--- config.mk ---
export PLATFORM = sky130hd
export DESIGN_NAME = led_frame_sched
export DESIGN_NICKNAME = d
export VERILOG_FILES = /design/src/rtl/led_frame_sched.sv
export SDC_FILE = /design/constraint.sdc
export NUM_CORES = 1
export LEC_CHECK = 0
export ABC_AREA = 1
export CAP_MARGIN = 20
export CORE_ASPECT_RATIO = 1.2
export CORE_MARGIN = 2
export CORE_UTILIZATION = 50
export CTS_BUF_LIST = sky130_fd_sc_hd__clkbuf_8 sky130_fd_sc_hd__clkbuf_16
export CTS_CLUSTER_SIZE = 40
export DETAILED_ROUTE_END_ITERATION = 8
export PLACE_DENSITY = 0.67
export SLEW_MARGIN = 10
export SYNTH_ARGS = -nofsm -noshare
export SYNTH_HDL_FRONTEND = slang
export SYNTH_SLANG_ARGS = --single-unit
--- constraint.sdc ---
create_clock -name clk -period 1.9 [get_ports clk]
set_input_delay 0.285 -clock clk [delete_from_list [all_inputs] [get_ports clk]]
set_output_delay 0.285 -clock clk [all_outputs]
set_load 0.02 [all_outputs]
--- src/rtl/led_frame_sched.sv ---
// Frame scheduler: owns the LED colour framebuffer and streams one 24-bit word per LED
// to the bit serializer, then holds the chain latch gap. Optional macro: LED_SHADOW_BUF_EN.
module led_frame_sched #(
  parameter int LED_CNT      = 12,
  parameter int IDX_W        = 4,
  parameter int LATCH_CYCLES = 2500,
  parameter int LATCH_W      = 12
) (
  input  logic             clk,
  input  logic             rst_n,
  input  logic             wr_en,
  input  logic [IDX_W-1:0] wr_idx,
  input  logic [23:0]      wr_data,
  input  logic             commit,
  output logic             ser_valid,
  output logic [23:0]      ser_data,
  input  logic             ser_ready,
  output logic             busy,
  output logic             frame_done
);

  // Handshake: a word moves to the serializer on any cycle where ser_valid && ser_ready;
  // once raised, ser_valid and ser_data hold stable until that cycle.

  typedef enum logic [1:0] {IDLE, LOAD, SEND, LATCH} state_t;

  localparam logic [IDX_W-1:0]   LAST_IDX   = IDX_W'(LED_CNT - 1);
  localparam logic [LATCH_W-1:0] LATCH_INIT = LATCH_W'(LATCH_CYCLES - 1);

  state_t             state, state_nx;
  logic [IDX_W-1:0]   idx, idx_nx;
  logic               pending, pending_nx;
  logic [LATCH_W-1:0] latch_cnt, latch_nx;
  logic               valid_nx;
  logic [23:0]        data_nx;
  logic [23:0]        fb [LED_CNT];
  logic               wr_hit;
  logic               start;

  assign wr_hit     = wr_en && (wr_idx <= LAST_IDX);
  assign start      = (state == IDLE) && (commit || pending);
  assign busy       = (state != IDLE);
  assign frame_done = (state == LATCH) && (latch_cnt == '0);

`ifdef LED_SHADOW_BUF_EN
  // Writes land in the shadow; the active buffer is refreshed only when a frame starts,
  // folding in a write that arrives on that same edge.
  logic [23:0] shadow [LED_CNT];

  always_ff @(posedge clk or negedge rst_n) begin
    if (!rst_n) begin
      for (int i = 0; i < LED_CNT; i++) shadow[i] <= '0;
    end else if (wr_hit) begin
      shadow[wr_idx] <= wr_data;
    end
  end

  always_ff @(posedge clk or negedge rst_n) begin
    if (!rst_n) begin
      for (int i = 0; i < LED_CNT; i++) fb[i] <= '0;
    end else if (start) begin
      for (int i = 0; i < LED_CNT; i++)
        fb[i] <= (wr_hit && (wr_idx == IDX_W'(i))) ? wr_data : shadow[i];
    end
  end
`else
  always_ff @(posedge clk or negedge rst_n) begin
    if (!rst_n) begin
      for (int i = 0; i < LED_CNT; i++) fb[i] <= '0;
    end else if (wr_hit) begin
      fb[wr_idx] <= wr_data;
    end
  end
`endif

  always_ff @(posedge clk or negedge rst_n) begin
    if (!rst_n) begin
      state     <= IDLE;
      idx       <= '0;
      pending   <= 1'b0;
      latch_cnt <= '0;
      ser_valid <= 1'b0;
      ser_data  <= '0;
    end else begin
      state     <= state_nx;
      idx       <= idx_nx;
      pending   <= pending_nx;
      latch_cnt <= latch_nx;
      ser_valid <= valid_nx;
      ser_data  <= data_nx;
    end
  end

  always_comb begin
    state_nx   = state;
    idx_nx     = idx;
    pending_nx = pending;
    latch_nx   = latch_cnt;
    valid_nx   = ser_valid;
    data_nx    = ser_data;
    // Commits during a frame collapse into a single follow-up request.
    if (state != IDLE && commit) pending_nx = 1'b1;
    case (state)
      IDLE: begin
        if (commit || pending) begin
          state_nx   = LOAD;
          idx_nx     = '0;
          pending_nx = 1'b0;
        end
      end
      LOAD: begin
        data_nx  = fb[idx];
        valid_nx = 1'b1;
        state_nx = SEND;
      end
      SEND: begin
        if (ser_valid && ser_ready) begin
          valid_nx = 1'b0;
          if (idx == LAST_IDX) begin
            latch_nx = LATCH_INIT;
            state_nx = LATCH;
          end else begin
            idx_nx   = idx + 1'b1;
            state_nx = LOAD;
          end
        end
      end
      LATCH: begin
        if (latch_cnt == '0) state_nx = IDLE;
        else                 latch_nx = latch_cnt - 1'b1;
      end
      default: state_nx = IDLE;
    endcase
  end

endmodule

; ---- Word level (Yosys, flattened, before mapping)
; Index checks and enable logic that the tools add are counted.
[word_totals]
reg_bits = 332
input_bits = 33
output_inout_bits = 27
wordCells = 76
[op_classes]
addsub = 2
magnitude_cmp = 4
eq_ne = 10
muxes = 24
bitwise = 2
n_reduce_logical = 16
[ops]
columns = cell, n
row1 = $bwmux 288, 1
row2 = $bmux 24 s4, 1
row3 = $demux 24 s4, 1
row4 = $mux 24, 3
row5 = $mux 12, 3
row6 = $pmux 12 s2, 1
row7 = $logic_not 12->1, 1
row8 = $mux 4, 3
row9 = $sub 12x1->12 const B, 1
row10 = $ge 5x5->1 const B, 2
row11 = $not 4->5, 2
row12 = $mux 2, 4
row13 = $ne 2x2->1 const B, 4
row14 = $pmux 2 s4, 1
row15 = $pmux 4 s2, 1
row16 = $reduce_and 4->1, 2
row17 = $reduce_bool 2->1, 4
row18 = $logic_and 1x1->1, 5
row19 = $lt 5x1->1 const B, 1
row20 = $add 4x1->4 const B, 1
row21 = $eq 2x2->1 const B, 2
row22 = $eq 4x4->1 const B, 1
row23 = $le 4x4->1 const B, 1
row24 = $mux 1, 4
row25 = 7 further kinds, 8

; ---- Logic depth before layout (Yosys ltp)
[depth]
depth_word = 6
mapped_depth = 10
ltp_nobuf = 9

; ---- Least setup slack after synthesis
; Ideal clock, no wire load.
[synth_timing]
kind = register to output
startpoint = register latch_cnt[0]
endpoint = output frame_done
arrival_time_ns = 1.338
required_time_ns = 1.615
path_slack_ns = 0.277
stages_incl_launch_ff = 5
n_path_buf = 0
cell_sequence = dfrtp_1 > inv_1 > ha_1 > nand3_1 > nor4_1
[synth_via]
elab_chain_cells = 2
[synth_rtl]
columns = item, line
row1 = from (decl), 33  ; logic [LATCH_W-1:0] latch_cnt, latch_nx;
row2 = from (signal assigned), 88  ; latch_cnt <= latch_nx;
row3 = $logic_not 12->1, 43  ; assign frame_done = (state == LATCH) && (latch_cnt == '0);
row4 = $logic_and 1x1->1, 43
row5 = to (decl), 19  ; output logic frame_done
; Every way passes these cells.

; ---- Worst setup path after layout
[layout_timing]
startpoint = register latch_cnt[3]
endpoint = output frame_done
; Same word-level chain as after synthesis.

==> results.ini <==
[timing]
period_share_pct = 98.1
period_needed_ns = 1.86
skew_ns = 0.0201
rsz0062_at_grt = true
finalHoldViolCount = 0
max_freq_mhz = 537
fin_setup_tns_ns = 0
finalWorstSetupSlack_ns = 0.0364
setup_viol = 0
tightest_slew_ns = 0.766
slew_headroom_pct = 48.8
slew_viol_final = 0

[place]
place_area_sq_um = 17300
dp_worst_setup_slack_ns = 0.00342
place_congestion = 0.826
numPortBuffers = 59
hpwlAfterDp_um = 27000

[setup_path]
r2r_end = latch_cnt[0]$_DFFE_PN0P_
start_kind = flip-flop
cp_cell_sequence = nor2_4 > nand2_1 > nor4_2 > buf_4
required_ns = 1.62
path_max_fanout = 3
slowest_delay_ns = 0.41
reg2reg_slack_ns = 0.20
cp.arrival_ns = 1.58
cp_slowest_cell = dfrtp_1
r2r-start = idx[0]$_DFFE_PN0P_
worstSetupEndpointType = primary output
worstSetupPathType = reg2out
r2r_cells = 9

[detailed_routing]
first_pass_iters = 7
postRouteAntennaNets = 0
drc_errors = 6
vias = 13300
post_drt_wl_per_cell_um = 17.5
drt-initial-drc-count = 1383
viasPerCell = 5.32
wirelength_um = 43900

[clocking]
clock_sinks = 332
path_clk_slew_ns = 0.06
h-tree-depth = 2
cts-root-buf = clkbuf_16
cts_buffers = 37
clock_latency_ns = 0.53
cts_tree = done
cts_max_path_buffers = 3

[layout]
final_core_util_pct = 59.1
final_cell_area_sq_um = 18600
drive_above_1_share_pct = 10.6
antenna_cells = 0
layout.nets = 2112
area_delta_synth_final_pct = 16.2

[pwr]
power.density_nw_per_um2 = 1020
ir_worst_vdd_mv = 0.523
power.leakage_uw = 0.00916

[synthesis]
syn_inst = 2026
synth_cell_type_count = 32
synth_nets = 2062
synth_area_leader_cell = dfrtp_1
netlist_area_sq_um = 16000
yosysSeqAreaShare_pct = 51.9
synth-seq-cells = 332
avgSynthCellArea_sq_um = 7.90
synth_warnings = 0
ys.flop_type = dfrtp_1
synth_edf_count = 0
synth.top_cell.area_share_pct = 51.9
ys_async_sr_fraction_pct = 100
synthTopCellsByCount = 654 x nand2_1, 332 x dfrtp_1, 267 x o21ai_0
yosysMostFrequentCell = nand2_1
synthTopCellsByArea = dfrtp_1 52%, nand2_1 15%, o21ai_0 8.3%

[die]
die_h_um = 200
die-area_sq_um = 33500
core_sq_um = 31400
fp.dieW_um = 167
initial_core_util_pct = 50.9
row_count = 71
io_pins = 60

[worst_hold_path]
worstHoldPathType = in2async

[grt]
grt_first_pass_wirelength_um = 70900
grtUsageTotal_pct = 27.1
gr-total-overflow = 0
antenna_found_initial = 0
grt_max_degree = 92
grt_pass1_vias = 12900

[status]
failed_checks = DRC
status = finished with violations

[job]
drv_cap = 0

==> cell type report <==
type                       count  area, sq um
clock buffer                  49         1110
clock inverter                17          134
fill                        2821        12800
inverter                     221          833
multi-input combinational   1351         6150
sequential                   332         8320
tap                          401          502
timing repair buffer         133         1560
==> cells in the final DEF (no fill, tap or decap), types with 11 or more instances in the layout <==
| cell | instances |
|---|---|
| inv_1 | 216 |
| clkbuf_16 | 39 |
| nand3_1 | 158 |
| o21ai_1 | 37 |
| a21oi_1 | 53 |
| nand2_2 | 11 |
| nor2_1 | 95 |
| o21ai_0 | 267 |
| buf_12 | 32 |
| nand2_1 | 653 |
| clkdlybuf4s50_1 | 54 |
| dfrtp_1 | 330 |
| o21ai_2 | 42 |
| buf_4 | 42 |
==> timing repair <==
item / in CTS / in global routing
hold buffers: 1 / 0
endpoints found under the hold margin: 134 / 0
setup endpoints to repair: 2 / 4
resized for setup: 9 / 7
setup buffers: 1 / 0
==> critical path: cells and delay by family, from the launching register on <==
family                 cells  cell delay [ns]
buffers and inverters      1             0.18
DFF                        1             0.41
and+or+nand+nor            3             0.47
==> registers in the layout, indices dropped and copies added (netlist names) <==
register   count
ser_valid      1
pending        1
fb           288
ser_data      24
latch_cnt     12
idx            4
state          2
==> worst max path at each step <==
stage                                  start                   to  slack, ns  depth (start not counted)
detailed placement                 wr_idx[1]  fb[215]$_DFFE_PN0P_      0.003                          7
CTS                 latch_cnt[0]$_DFFE_PN0P_           frame_done     -0.008                          5
floorplan           latch_cnt[0]$_DFFE_PN0P_           frame_done       0.28                          4
global route        latch_cnt[3]$_DFFE_PN0P_           frame_done      -0.03                          4
global placement                   wr_idx[1]  fb[203]$_DFFE_PN0P_       0.01                          7
finish              latch_cnt[3]$_DFFE_PN0P_           frame_done       0.04                          4
==> where the power goes <==
group / internal (uW) / switching (uW)
Combinational: 1130 / 1580
Sequential: 8370 / 589
Clock: 4380 / 2880
Total: 13900 / 5050
==> metal layers <==
layer / global-route usage, % / part of all wire, % / vias up
met4: 9.28 / 2.7 / 0
li1: - / - / 6481
met3: 4.36 / 6.3 / 76
met2: 43.6 / 46 / 394
met1: 37.8 / 45 / 6380
met5: 0 / 0 / -
==> cells by family (layout without fill, tap and decap cells) <==
logic type | Yosys count | in the layout | synth area share, %
flops | 332 | 332 | 51.9
fa+ha+maj | 3 | 3 | 0.234
compound gates | 402 | 402 | 13.7
simple gates | 941 | 941 | 24.0
xor+xnor | 5 | 5 | 0.274
buf+inv | 343 | 420 | 9.95
==> per-stage QoR <==
stage | power [uW] | std cells | hold WS (ns)
5_1_grt | 20000 | 2504 | 0.237
4_1_cts | 19100 | 2504 | 0.227
3_5_place_dp | 11800 | 2436 | 0.179
3_3_place_gp | 11600 | 2436 | 0.182
2_1_floorplan | 10900 | 2026 | -0.0106
6_report | 18900 | 2504 | 0.229
Power figures use the tool's default switching activity.
